===== src/rtl/mythcore_run_monitor_if.sv =====
// Bus between the run monitor and its environment: run request, target value,
// the core result bus, and the monitor's reset/status/counter outputs.
interface mythcore_run_monitor_if #(
  parameter int OUT_W = 10,
  parameter int CNT_W = 16
);
  // start is a one-cycle request with no ready: it is taken only in IDLE or
  // DONE (busy low) and dropped otherwise; expected is sampled on that edge only.
  logic             start;
  logic [OUT_W-1:0] expected;
  logic [OUT_W-1:0] core_out;
  logic             core_reset;
  logic             busy;
  logic             done;
  logic             pass;
  logic [CNT_W-1:0] cycles;
  logic [CNT_W-1:0] changes;
  logic [OUT_W-1:0] last_out;

  modport master (
    output start, expected, core_out,
    input  core_reset, busy, done, pass, cycles, changes, last_out
  );

  modport slave (
    input  start, expected, core_out,
    output core_reset, busy, done, pass, cycles, changes, last_out
  );
endinterface


===== src/rtl/mythcore_run_monitor.sv =====
// Run controller for the RVMyth core: holds core reset for a counted window,
// then watches the result bus until a held match (pass) or a cycle timeout.
module mythcore_run_monitor #(
  parameter int OUT_W      = 10,
  parameter int RST_CYCLES = 5,
  parameter int TIMEOUT    = 1000,
  parameter int MATCH_HOLD = 4,
  parameter int CNT_W      = 16
) (
  input  logic                  clk,
  input  logic                  reset,
  mythcore_run_monitor_if.slave mon,
  output logic [1:0]            state_dbg
);

  localparam int HC_W = (RST_CYCLES > 1) ? $clog2(RST_CYCLES) : 1;
  localparam int MC_W = $clog2(MATCH_HOLD + 1);

  localparam logic [HC_W-1:0]  HOLD_LAST  = HC_W'(RST_CYCLES - 1);
  localparam logic [MC_W-1:0]  MATCH_LAST = MC_W'(MATCH_HOLD - 1);
  localparam logic [CNT_W-1:0] TO_LAST    = CNT_W'(TIMEOUT - 1);

  if (RST_CYCLES < 1) begin : g_bad_rst
    $error("RST_CYCLES must be at least 1");
  end
  if (MATCH_HOLD < 1) begin : g_bad_hold
    $error("MATCH_HOLD must be at least 1");
  end
  if (TIMEOUT < MATCH_HOLD || longint'(TIMEOUT) >= (longint'(1) << CNT_W)) begin : g_bad_to
    $error("TIMEOUT must be >= MATCH_HOLD and fit in CNT_W bits");
  end

  typedef enum logic [1:0] {
    S_IDLE = 2'd0,
    S_HOLD = 2'd1,
    S_RUN  = 2'd2,
    S_DONE = 2'd3
  } state_e;

  state_e           state_q,      state_d;
  logic             core_reset_q, core_reset_d;
  logic             busy_q,       busy_d;
  logic             done_q,       done_d;
  logic             pass_q,       pass_d;
  logic [CNT_W-1:0] cycles_q,     cycles_d;
  logic [CNT_W-1:0] changes_q,    changes_d;
  logic [OUT_W-1:0] last_out_q,   last_out_d;
  logic [MC_W-1:0]  match_cnt_q,  match_cnt_d;
  logic [HC_W-1:0]  hold_cnt_q,   hold_cnt_d;
  logic [OUT_W-1:0] exp_q,        exp_d;
  logic             match;

  always_comb begin
    state_d      = state_q;
    core_reset_d = core_reset_q;
    busy_d       = busy_q;
    done_d       = done_q;
    pass_d       = pass_q;
    cycles_d     = cycles_q;
    changes_d    = changes_q;
    last_out_d   = last_out_q;
    match_cnt_d  = match_cnt_q;
    hold_cnt_d   = hold_cnt_q;
    exp_d        = exp_q;
    match        = (mon.core_out == exp_q);

    case (state_q)
      S_IDLE, S_DONE: begin
        if (mon.start) begin
          state_d      = S_HOLD;
          core_reset_d = 1'b1;
          busy_d       = 1'b1;
          done_d       = 1'b0;
          pass_d       = 1'b0;
          cycles_d     = '0;
          changes_d    = '0;
          last_out_d   = '0;
          match_cnt_d  = '0;
          hold_cnt_d   = '0;
          exp_d        = mon.expected;
        end
      end
      S_HOLD: begin
        if (hold_cnt_q == HOLD_LAST) begin
          state_d      = S_RUN;
          core_reset_d = 1'b0;
        end else begin
          hold_cnt_d = hold_cnt_q + HC_W'(1);
        end
      end
      S_RUN: begin
        cycles_d   = cycles_q + CNT_W'(1);
        last_out_d = mon.core_out;
        if (mon.core_out != last_out_q && changes_q != '1) begin
          changes_d = changes_q + CNT_W'(1);
        end
        match_cnt_d = match ? match_cnt_q + MC_W'(1) : '0;
        // A held match on the timeout cycle still counts as a pass.
        if ((match && match_cnt_q == MATCH_LAST) || cycles_q == TO_LAST) begin
          state_d      = S_DONE;
          core_reset_d = 1'b1;
          busy_d       = 1'b0;
          done_d       = 1'b1;
          pass_d       = match && (match_cnt_q == MATCH_LAST);
        end
      end
      default: state_d = S_IDLE;
    endcase
  end

  always_ff @(posedge clk) begin
    if (reset) begin
      state_q      <= S_IDLE;
      core_reset_q <= 1'b1;
      busy_q       <= 1'b0;
      done_q       <= 1'b0;
      pass_q       <= 1'b0;
      cycles_q     <= '0;
      changes_q    <= '0;
      last_out_q   <= '0;
      match_cnt_q  <= '0;
      hold_cnt_q   <= '0;
      exp_q        <= '0;
    end else begin
      state_q      <= state_d;
      core_reset_q <= core_reset_d;
      busy_q       <= busy_d;
      done_q       <= done_d;
      pass_q       <= pass_d;
      cycles_q     <= cycles_d;
      changes_q    <= changes_d;
      last_out_q   <= last_out_d;
      match_cnt_q  <= match_cnt_d;
      hold_cnt_q   <= hold_cnt_d;
      exp_q        <= exp_d;
    end
  end

  assign mon.core_reset = core_reset_q;
  assign mon.busy       = busy_q;
  assign mon.done       = done_q;
  assign mon.pass       = pass_q;
  assign mon.cycles     = cycles_q;
  assign mon.changes    = changes_q;
  assign mon.last_out   = last_out_q;
  assign state_dbg      = state_q;

endmodule


===== src/flat_wrapper.sv =====
// flat-port wrapper written by rule: the top's interface ports become plain ports
module mythcore_run_monitor_flat 
#(
  parameter int OUT_W      = 10,
  parameter int RST_CYCLES = 5,
  parameter int TIMEOUT    = 1000,
  parameter int MATCH_HOLD = 4,
  parameter int CNT_W      = 16
)
  (clk, reset, state_dbg, mon_start, mon_expected, mon_core_out, mon_core_reset, mon_busy, mon_done, mon_pass, mon_cycles, mon_changes, mon_last_out);
  mythcore_run_monitor_if #(.OUT_W(OUT_W), .CNT_W(CNT_W)) mon_i ();
  input  logic clk;
  input  logic reset;
  output logic [1:0] state_dbg;
  input wire logic [$bits(mon_i.start)-1:0] mon_start;
  input wire logic [$bits(mon_i.expected)-1:0] mon_expected;
  input wire logic [$bits(mon_i.core_out)-1:0] mon_core_out;
  output wire logic [$bits(mon_i.core_reset)-1:0] mon_core_reset;
  output wire logic [$bits(mon_i.busy)-1:0] mon_busy;
  output wire logic [$bits(mon_i.done)-1:0] mon_done;
  output wire logic [$bits(mon_i.pass)-1:0] mon_pass;
  output wire logic [$bits(mon_i.cycles)-1:0] mon_cycles;
  output wire logic [$bits(mon_i.changes)-1:0] mon_changes;
  output wire logic [$bits(mon_i.last_out)-1:0] mon_last_out;
  assign mon_i.start = mon_start;
  assign mon_i.expected = mon_expected;
  assign mon_i.core_out = mon_core_out;
  assign mon_core_reset = mon_i.core_reset;
  assign mon_busy = mon_i.busy;
  assign mon_done = mon_i.done;
  assign mon_pass = mon_i.pass;
  assign mon_cycles = mon_i.cycles;
  assign mon_changes = mon_i.changes;
  assign mon_last_out = mon_i.last_out;
  mythcore_run_monitor #(.OUT_W(OUT_W), .RST_CYCLES(RST_CYCLES), .TIMEOUT(TIMEOUT), .MATCH_HOLD(MATCH_HOLD), .CNT_W(CNT_W)) u_core (.clk(clk), .reset(reset), .mon(mon_i), .state_dbg(state_dbg));
endmodule

===== config.mk =====
export PLATFORM = sky130hd
export DESIGN_NAME = mythcore_run_monitor_flat
export DESIGN_NICKNAME = d
export VERILOG_FILES = /design/src/rtl/mythcore_run_monitor_if.sv /design/src/rtl/mythcore_run_monitor.sv /design/src/flat_wrapper.sv
export SDC_FILE = /design/constraint.sdc
export NUM_CORES = 1
export LEC_CHECK = 0
export ABC_AREA = 1
export BUFFER_PORTS_ARGS = -buffer_cell sky130_fd_sc_hd__clkbuf_2
export CAP_MARGIN = 20
export CELL_PAD_IN_SITES_DETAIL_PLACEMENT = 1
export CELL_PAD_IN_SITES_GLOBAL_PLACEMENT = 2
export CORE_MARGIN = 2
export CORE_UTILIZATION = 33
export DETAILED_ROUTE_END_ITERATION = 6
export GPL_TIMING_DRIVEN = 0
export PLACE_DENSITY = 0.95
export REMOVE_ABC_BUFFERS = 1
export SKIP_CTS_REPAIR_TIMING = 1
export SYNTH_ARGS = -nofsm -noshare
export SYNTH_HDL_FRONTEND = slang
export SYNTH_SLANG_ARGS = --single-unit

===== constraint.sdc =====
create_clock -name clk -period 5.1 [get_ports clk]
set_input_delay 0.255 -clock clk [delete_from_list [all_inputs] [get_ports clk]]
set_output_delay 0.255 -clock clk [all_outputs]
set_load 0.02 [all_outputs]

**Yosys cells after proc, flatten, opt, wreduce, memory -nomap -nowiden**

Cells that the tools add are included.

- Bits in registers: 64
- Bits of input ports: 23
- Output and inout port bits: 48
- Word-level logic and storage cells: 67

- Add/subtract/negate cells: 4
- Equality and inequality tests: 14
- Multiplexer cells: 25
- Reduce and logical (&&, ||, !) cells: 13

Operators by type and width:

| kind | count |
|---|---|
| one-hot mux 16 bit (2 select lines) | 2 |
| adder 16 x 1 -> 16 bit, second input constant | 2 |
| two-way mux 16 bit | 2 |
| one-hot mux 10 bit (2 select lines) | 1 |
| == test 16 x 10 -> 1 bit, second input constant | 1 |
| != test 16 bit, second input constant | 1 |
| one-hot mux 3 bit (2 select lines) | 2 |
| AND reduction 3 bit | 4 |
| == test 10 bit | 1 |
| two-way mux 10 bit | 1 |
| != test 10 bit | 1 |
| two-way mux 3 bit | 3 |
| adder 3 x 1 -> 3 bit, second input constant | 2 |
| two-way mux 1 bit | 6 |
| two-way mux 2 bit | 3 |
| != test 2 x 1 -> 1 bit, second input constant | 3 |
| one-hot mux 1 bit (2 select lines) | 3 |
| one-hot mux 2 bit (3 select lines) | 1 |
| == test 2 bit, second input constant | 2 |
| != test 2 bit, second input constant | 2 |
| AND reduction 2 bit | 2 |
| nonzero test 2 bit | 2 |
| == test 3 x 2 -> 1 bit, second input constant | 1 |
| == test 3 bit, second input constant | 1 |
| 6 further kinds | 7 |

**Depth between registers and ports, before layout**

Gate-level depths: netlist (run 1).

- Word-level depth: 5
- Gate-level depth with buffers: 12
- Mapped depth without buffers: 12

**Least setup slack after synthesis (run 1)**

OpenSTA, ideal clock, no wires.

- Kind: register -> register
- Start: reg u_core.state_q[0] (netlist: u_core.state_dbg[0])
- End: reg u_core.cycles_q[12] (netlist: u_core.mon.cycles[12])
- Library setup time: 115 ps
- Arrival: 1821 ps
- Data required time: 4985 ps
- Setup slack: 3164 ps
- Cell stages (with the launch flop): 11
- Buffers on the path: 0
- Clock period less this slack: 1936 ps
- Path through: dfxtp_1 inv_1 ha_1 o21ai_2 inv_2 nor2_2 nand2_2 nor2_4 inv_2 o21ai_1 nor2_1

- Cells in the longest elaborated chain, start to end: 4
- Elaborated cells between the ends (all ways): 8
- Classes of those cells: 3 x eq/ne; 1 x mux; 4 x reduce/logical

RTL lines:

| item | RTL line | RTL |
|---|---|---|
| start: declaration | mythcore_run_monitor.sv:40 | `state_e state_q, state_d;` |
| start signal: assignment | mythcore_run_monitor.sv:125 | `state_q <= state_d;` |
| == test 2 bit / zero test 2 bit (equally long branches) | mythcore_run_monitor.sv:67 | `case (state_q)` |
| OR reduction 2 bit | mythcore_run_monitor.sv:67 |  |
| != test 2 bit (no source line) / nonzero test 2 bit (equally long branches) | -- |  |
| AND reduction 2 bit (no source line) | -- |  |
| end signal: assignment | mythcore_run_monitor.sv:130 | `cycles_q <= cycles_d;` |
| end: declaration | mythcore_run_monitor.sv:45 | `logic [CNT_W-1:0] cycles_q, cycles_d;` |

Parallel ways exist; a longest one is shown, timed or not.
A chain may end at the register's enable or synchronous reset.

**Worst setup path in the final report (run 1)**

- Start: reg u_core.state_q[0] (netlist: u_core.state_dbg[0])
- End: reg u_core.cycles_q[3] (netlist: u_core.mon.cycles[3])

Same word-level chain as after synthesis.

==> results of run 1 <==
==> synth_stat cells (3+ instances only) <==
library cell  number  area (sq um)
nand2_2           18           113
a21oi_2           11          96.3
nor2_1            58           218
ha_1               9           113
dfxtp_1           64          1280
o21ai_0           16          80.1
clkbuf_1           8          30.0
xor2_1            10          87.6
nand3_1           30           150
a21oi_1           40           200
nor3_1            11          55.1
nor2_4             3          33.8
inv_1             50           188
nand2_1          118           443
inv_2              5          18.8
xnor2_1           13           114
nand4_1            8          50.1
==> metal layers <==
layer | routed length [um] | global-route usage, %
met5 | 0 | 0
met4 | 184 | 6.77
met3 | 324 | 3.75
met2 | 4660 | 30.5
met1 | 4540 | 22.0
==> sequential cells by signal (all words and copies together), names as in the netlist <==
register,flops
u_core.mon.last_out,10
u_core.mon.busy,1
u_core.mon.cycles,16
u_core.match_cnt_q,3
u_core.mon.changes,16
u_core.state_dbg,2
u_core.mon.core_reset,1
u_core.exp_q,10
u_core.mon.done,1
u_core.hold_cnt_q,3
u_core.mon.pass,1
==> kinds of logic after synthesis <==
logic type | count (synthesis)
adder cells (fa/ha/maj) | 9
AO/OA/AOI/OAI | 75
buffers and inverters | 68
XOR/XNOR | 23
AND/OR/NAND/NOR | 259
flip-flops | 64
==> worst register-to-register path, cell delays in order (launching register included) <==
cell and delay, ns:
dfxtp_1 0.40, inv_1 0.08, ha_1 0.40, nand2_2 0.25
inv_1 0.31, nand2_1 0.15, nand2_1 0.32, inv_1 0.24
o21ai_0 0.12, a21oi_1 0.06
==> power breakdown <==
group	switching [W]	internal, W
logic	0.000456	0.000175
clock network	0.000203	0.000224
registers	0.0000526	0.000569
==> worst paths after layout <==
path | from | end | slack, ns | cells past startpoint
worst min-delay path | mon_expected[4] | u_core.exp_q[4] | 0.16 | 3
worst min register to register | u_core.mon.core_reset | u_core.mon.core_reset | 0.47 | 2
worst max register to register | u_core.state_dbg[0] | u_core.mon.cycles[3] | 2.67 | 9
worst max-delay path | u_core.state_dbg[0] | u_core.mon.cycles[3] | 2.67 | 9
==> metrics by stage <==
stage | worst slack, ns | hold WS, ns | utilization, % | power (W) | instances
global placement | 2.54 | 0.445 | 38.2 | 0.00124 | 691
detailed placement | 2.55 | 0.452 | 38.3 | 0.00127 | 692
finish | 2.67 | 0.158 | 40.0 | 0.00168 | 708
global route | 2.41 | 0.162 | 40.0 | 0.00180 | 708
floorplan | 3.05 | 0.317 | - | 0.00106 | 485
CTS | 2.65 | 0.151 | 40.0 | 0.00170 | 708
==> final cells by class <==
class                      instances  area, sq um
clock buffer                      12          135
tap                              136          170
clock inverter                     4         45.0
sequential                        64         1280
timing repair buffer              71          362
fill                            1344         6190
multi-input combinational        366         1930
inverter                          55          206
==> metrics.cfg, run 1 <==
[cells_and_area]
final_common_cell = nand2_1
diodes = 0
drive_gt1_share_pct = 22.7
layout_common_cells = nand2_1 (118), clkbuf_2 (70), dfxtp_1 (64)
syn2layout_area_growth_pct = 17.4
nNetsFinal = 599
postLayoutCellArea_sq_um = 4130

[route]
vias = 3361
antenna_left = 0
wl_per_cell_um = 13.7
drt_pass1_iterations = 4
wirelength_mm = 9.70
drc = 0
vias_per_cell = 4.75
drt_iter0_markers = 129

[clock_network]
root_buffer = clkbuf_8
cts_buffer_depth = 2
clk_latency_ns = 0.36
h-tree-depth = 3
tritoncts = done
cts.clk_slew.worst_paths_ns = 0.07
numCtsBuffers = 9
cts.sinks = 64

[critical_path]
path_cells = inv_1 -> ha_1 -> nand2_2 -> inv_1 -> nand2_1 -> nand2_1 -> inv_1 -> o21ai_0 -> a21oi_1
critPathMaxStageDelay_ns = 0.40
critical_path.top_delay_family = simple AND/OR/NAND/NOR gates
cp.required_ns = 5.34
cp-start-kind = register
worstSetupEndpointType = register
worstSetupPathType = reg -> reg
crit_fanout = 17
path_common_cell = inv_1
critPathSlowestCell = dfxtp_1
critPathBufInv = 3
cp.arrival_ns = 2.67

[timing]
worst_pin_slew_ns = 0.976
finalMaxSlewViolations = 0
fin_skew_ns = 0.0118
hold_violations = 0
period_needed_ns = 2.43
min_period_over_period_pct = 47.6
fmax_mhz = 412
rsz0062_at_grt = no
finalSetupViolCount = 0
relSlewSlack_pct = 34.9
tns_ns = 0

[synth]
yosysWarnings = 0
syn_area_per_cell_sq_um = 7.07
synth-main-ff-cell = dfxtp_1
synth_edf_count = 0
synth_xor_area_share_pct = 5.73
synth-compound-area-share_pct = 12.5
yosysSeqAreaShare_pct = 36.4
synth_top_family_by_area = simple AND/OR/NAND/NOR gates
syn_inst = 498
async_flop_share_pct = 0
ys_types = 35
synthAdderAreaFrac_pct = 3.20
synthSimpleGateAreaFrac_pct = 33.5
synth.area.mux_share_pct = 0
synth-seq-cells = 64
synth_area_sq_um = 3520

[floorplanning]
core_sq_um = 10300
die_h_um = 107
fp.dieArea_sq_um = 11500
rows = 37
fp.dieW_um = 107
io_pins = 71
initial_utilization_pct = 34.1

[place]
gp_congestion = 0.813
dp_hpwl_mm = 7.02
port_buffers = 70
postPlaceCellArea_sq_um = 3950

[pwr]
power_density_nw_per_um2 = 407
peakVddDrop_uv = 158
p_leak_nw = 1.71

[global_routing]
track_usage_pct = 17.9
grt_pass1_vias = 3549
grt_max_degree = 37
grt.overflow.total = 0
antenna_found_initial = 0
grt_pass1_wl_mm = 16.4

[min_path]
hold_class = in -> reg

[run]
maxCapViolCount = 0

[status]
status = completed

(Power assumes the default switching activity.)
==> run 2, diff against run 1 <==
- CORE_UTILIZATION: 33 -> 27
- PLACE_DENSITY: 0.95 -> 0.86
- clock period: 5.1 -> 2.2 ns (I/O delays scaled with it)
==> run 2 against run 1 <==
Core utilization is 5.5 points lower. Total power grew to 2.6 times the previous value. Global-route usage is 2.7 points lower. Flip-flop and latch count stayed put. Register-to-register slack worse by 2.5 ns. Clock skew is 0.0070 ns lower. Setup slack worse by 2.5 ns. Critical endpoint is now u_core.mon.changes[6]. Largest cell class unchanged. Highest routed layer unchanged.
==> metrics.cfg, run 2 (synthesis results as in run 1) <==
[status]
status = completed

[cells_and_area]
layout_common_cells = nand2_1 (117), clkbuf_2 (70), dfxtp_1 (64)
multiInputGateArea_sq_um = 1980  ; +2.7%
nNetsFinal = 606  ; +1.2%
diodes = 0  ; unchanged
num-fill-cells = 1631  ; +21%
syn2layout_area_growth_pct = 24.2
drive_gt1_share_pct = 24.9  ; +2.2 points
regArea_sq_um = 1280  ; unchanged
postLayoutCellArea_sq_um = 4370  ; +5.8%
final_common_cell = nand2_1
final_util_pct = 34.5  ; -5.5 points

[route]
drt_iter0_markers = 96  ; -26%
drc = 0  ; unchanged
wl_per_cell_um = 13.7  ; -0.25%
antenna_left = 0  ; unchanged
vias = 3456  ; +2.8%
wirelength_mm = 10.3  ; +5.7%
vias_per_cell = 4.61  ; -2.9%
drt_pass1_iterations = 4  ; unchanged

[timing]
finalSetupViolCount = 0  ; unchanged
min_period_over_period_pct = 90.3  ; +43 points
worst_pin_slew_ns = 0.996  ; +0.0202 ns
period_needed_ns = 1.99  ; -0.439 ns
relSlewSlack_pct = 33.6  ; -1.3 points
tns_ns = 0  ; unchanged
fmax_mhz = 504  ; +22%
fin_skew_ns = 0.00478  ; -0.00705 ns
hold_violations = 0  ; unchanged
finalMaxSlewViolations = 0  ; unchanged
rsz0062_at_grt = no

[critical_path]
path_cells = inv_1 -> ha_4 -> inv_1 -> nor2_4 -> clkinvlp_4 -> nand2_4 -> nand2_1 -> a21oi_1
crit_fanout = 16  ; -1
critPathMaxStageDelay_ns = 0.38  ; -0.02 ns
cp.required_ns = 2.44  ; -2.90 ns
worstSetupEndpointType = register
cp.arrival_ns = 2.23  ; -0.44 ns
critPathSlowestCell = dfxtp_1
worstSetupPathType = reg -> reg
path_common_cell = inv_1
cp-start-kind = register

[floorplanning]
fp.dieArea_sq_um = 14000  ; +21%
rows = 41  ; +11%
fp.dieW_um = 118  ; +10%
core_sq_um = 12700  ; +23%
initial_utilization_pct = 27.8  ; -6.3 points
die_h_um = 118  ; +10%
io_pins = 71  ; unchanged

[global_routing]
antenna_found_initial = 0  ; unchanged
grt_max_degree = 37  ; unchanged
track_usage_pct = 15.1  ; -2.7 points
grt_pass1_wl_mm = 17.1  ; +4.3%
grt.overflow.total = 0  ; unchanged
grt_pass1_vias = 3564  ; +0.42%

[clock_network]
clk_latency_ns = 0.33  ; -0.03 ns
numCtsBuffers = 9  ; unchanged
h-tree-depth = 3  ; unchanged
tritoncts = done
cts.clk_slew.worst_paths_ns = 0.06  ; about the same
root_buffer = clkbuf_16
cts_buffer_depth = 2  ; unchanged
cts.sinks = 64  ; unchanged

[pwr]
peakVddDrop_uv = 561  ; +250%
power_density_nw_per_um2 = 1010  ; +150%
p_leak_nw = 1.76  ; +3.2%

[place]
dp_hpwl_mm = 7.41  ; +5.6%
port_buffers = 70  ; unchanged
gp_congestion = 0.796  ; -2.1%
postPlaceCellArea_sq_um = 4000  ; +1.1%

[run]
maxCapViolCount = 0  ; unchanged

[min_path]
hold_class = in -> reg

==> run 2: changes by cell type in the layout (fill, tap and decap cells not counted), sizes merged <==
cell / change
buf: +6
clkinvlp: +4
inv: -2
bufinv: -1
clkbuf: -1
==> run 2: worst paths after layout <==
check                         from                     to  slack [ns]  depth (start not counted)
max            u_core.state_dbg[0]  u_core.mon.changes[6]        0.21                          8
min                mon_expected[5]        u_core.exp_q[5]        0.04                          3
max reg2reg    u_core.state_dbg[0]  u_core.mon.changes[6]        0.21                          8
min reg2reg  u_core.mon.core_reset  u_core.mon.core_reset        0.46                          2
==> run 2: routing by layer <==
layer / vias to the layer above / global-route usage, % / part of all wire (%)
met4: 0 / 4.37 / 1.1
met5: - / 0 / 0
met3: 7 / 4.39 / 4.3
met2: 52 / 26.8 / 50
met1: 1646 / 17.6 / 45
li1: 1751 / - / -
==> run 2: area by class of cell <==
type	instances	share of cell area [%]
timing repair inverter	1	0.172
tap	172	4.93
sequential	64	29.3
clock inverter	4	0.515
inverter	55	5.07
timing repair buffer	77	9.31
clock buffer	11	5.33
multi-input combinational	366	45.4
==> run 2: power breakdown <==
| part | total, W | switching (W) | internal, W |
|---|---|---|---|
| combinational | 0.00170 | 0.00117 | 0.000534 |
| clock | 0.00127 | 0.000517 | 0.000750 |
| sequential | 0.00144 | 0.000120 | 0.00132 |
==> run 2: per-stage QoR <==
step                total power (W)  cells  setup WS (ns)  hold slack [ns]
finish                      0.00441    750          0.214           0.0388
global route                0.00473    750         0.0109           0.0517
CTS                         0.00426    743         -0.226           0.0379
detailed placement          0.00297    728         -0.217            0.390
global placement            0.00289    727         -0.395            0.374
floorplan                   0.00246    485          0.148            0.172
==> run 2: worst max-delay path, delay by kind of cell, from the launching register on <==
family	cells	cell delay [ns]
and+or+nand+nor	3	0.58
DFF	1	0.38
adders and majority gates	1	0.35
buffers and inverters	3	0.43
AOI/OAI and AO/OA	1	0.14
==> run 3, diff against run 2 <==
- CTS_BUF_LIST: default -> sky130_fd_sc_hd__clkbuf_4 sky130_fd_sc_hd__clkbuf_8 sky130_fd_sc_hd__clkbuf_16
==> run 3 against run 2 <==
Die area is the same. Largest power group unchanged. Register-to-register slack hardly changed. Critical path depth stayed put. Non-clock buffer count did not move. Largest cell class unchanged. Hold slack worse by 0.00055 ns. Setup slack about the same. Combinational power barely moved. Highest routed layer unchanged. Count of clock-buffer cells in the layout unchanged. Final cell count did not move. Sequential share of layout area decreased by 0.050 points. Total power increased by 0.57%.
==> metrics.cfg, run 3 (synthesis results as in run 1) <==
[status]
status = completed

[pwr]
peakVddDrop_uv = 562  ; about the same
power_density_nw_per_um2 = 1010  ; +0.39%
p_total_w = 0.00444  ; +0.57%
p_leak_nw = 1.77  ; +0.39%

[route]
antenna_left = 0  ; unchanged
drt_pass1_iterations = 4  ; unchanged
wl_per_cell_um = 13.7  ; +0.14%
vias_per_cell = 4.61  ; about the same
drc = 0  ; unchanged
vias = 3459  ; +0.087%
drt_iter0_markers = 93  ; -3.1%
wirelength_mm = 10.3  ; +0.14%

[timing]
hold-worst-slack_ns = 0.0382  ; -0.000555 ns
finalSetupViolCount = 0  ; unchanged
fmax_mhz = 504  ; about the same
fin_ws_ns = 0.214  ; +0.0000390 ns
hold_violations = 0  ; unchanged
worst_pin_slew_ns = 0.995  ; -0.00168 ns
fin_skew_ns = 0.00517  ; +0.000394 ns
finalMaxSlewViolations = 0  ; unchanged
relSlewSlack_pct = 33.7  ; +0.11 points
tns_ns = 0  ; unchanged
rsz0062_at_grt = no
min_period_over_period_pct = 90.3  ; about the same
period_needed_ns = 1.99  ; -0.0000390 ns

[floorplanning]
io_pins = 71  ; unchanged
fp.dieArea_sq_um = 14000  ; unchanged
fp.dieW_um = 118  ; unchanged
die_h_um = 118  ; unchanged
core_sq_um = 12700  ; unchanged
rows = 41  ; unchanged
initial_utilization_pct = 27.8  ; unchanged

[place]
preCtsSetupSlack_ns = -0.217  ; unchanged
dp_hpwl_mm = 7.41  ; unchanged
gp_congestion = 0.796  ; unchanged
port_buffers = 70  ; unchanged

[cells_and_area]
drive_gt1_share_pct = 25.3  ; +0.35 points
num-fill-cells = 1630  ; -0.061%
syn2layout_area_growth_pct = 24.4
diodes = 0  ; unchanged
nNetsFinal = 606  ; unchanged
final_util_pct = 34.5  ; +0.059 points
layout_common_cells = nand2_1 (117), clkbuf_2 (70), dfxtp_1 (64)
final_common_cell = nand2_1

[critical_path]
crit_fanout = 16  ; unchanged
critPathSlowestCell = dfxtp_1
path_common_cell = inv_1
worstSetupEndpointType = register
cp.arrival_ns = 2.23  ; about the same
critical_path.top_delay_family = simple AND/OR/NAND/NOR gates
cp-start-kind = register
cp.required_ns = 2.44  ; about the same
critPathBufInv = 3  ; unchanged
critPathMaxStageDelay_ns = 0.38  ; about the same
path_cells = inv_1 -> ha_4 -> inv_1 -> nor2_4 -> clkinvlp_4 -> nand2_4 -> nand2_1 -> a21oi_1
worstSetupPathType = reg -> reg

[clock_network]
root_buffer = clkbuf_16
cts_buffer_depth = 2  ; unchanged
cts.clk_slew.worst_paths_ns = 0.06  ; about the same
cts.sinks = 64  ; unchanged
h-tree-depth = 3  ; unchanged
numCtsBuffers = 9  ; unchanged
clk_latency_ns = 0.33  ; about the same
tritoncts = done

[global_routing]
track_usage_pct = 15.1  ; unchanged
grt.overflow.total = 0  ; unchanged
antenna_found_initial = 0  ; unchanged
grt_pass1_wl_mm = 17.1  ; unchanged
grt_pass1_vias = 3564  ; unchanged
grt_max_degree = 37  ; unchanged

[run]
maxCapViolCount = 0  ; unchanged

[min_path]
hold_class = in -> reg

-- run 3: worst paths after layout --
path / depth (start not counted) / startpoint / to / slack (ns)
hold reg to reg: 2 / u_core.mon.core_reset / u_core.mon.core_reset / 0.46
hold / removal: 3 / mon_expected[5] / u_core.exp_q[5] / 0.04
setup / recovery: 8 / u_core.state_dbg[0] / u_core.mon.changes[6] / 0.21
setup reg to reg: 8 / u_core.state_dbg[0] / u_core.mon.changes[6] / 0.21
-- run 3: final cells by class --
cell class	count	area [sq um]	area share, %
Sequential cell	64	1280	29.3
Tap cell	172	215	4.92
Inverter	55	221	5.06
Multi-Input combinational cell	366	1980	45.3
Clock inverter	4	22.5	0.515
Timing Repair Buffer	77	407	9.29
Clock buffer	11	240	5.49
Timing Repair inverter	1	7.51	0.172
-- run 3: power by group --
part           leakage (nW)  internal [W]  switching [W]
combinational          1.12      0.000534        0.00117
sequential            0.520       0.00132       0.000120
clock                 0.132      0.000774       0.000517
total                  1.77       0.00263        0.00181
-- run 3: per-stage QoR --
stage	cells	cell area (sq um)
2_1_floorplan	485	3420
3_3_place_gp	727	3980
3_5_place_dp	728	4000
4_1_cts	743	4260
5_1_grt	750	4380
6_report	750	4380
-- run 3: worst register-to-register path, stage by stage, from the launching register on --
cell        delay, ns
dfxtp_1          0.38
inv_1            0.11
ha_4             0.35
inv_1            0.11
nor2_4           0.23
clkinvlp_4       0.22
nand2_4          0.26
nand2_1          0.10
a21oi_1          0.14
-- run 3: routing by layer --
metal	GRT usage [%]	wire length (um)	share of wire, %
met1	17.6	4590	45
met2	26.8	5130	50
met3	4.39	438	4.3
met4	4.37	114	1.1
met5	0	0	0
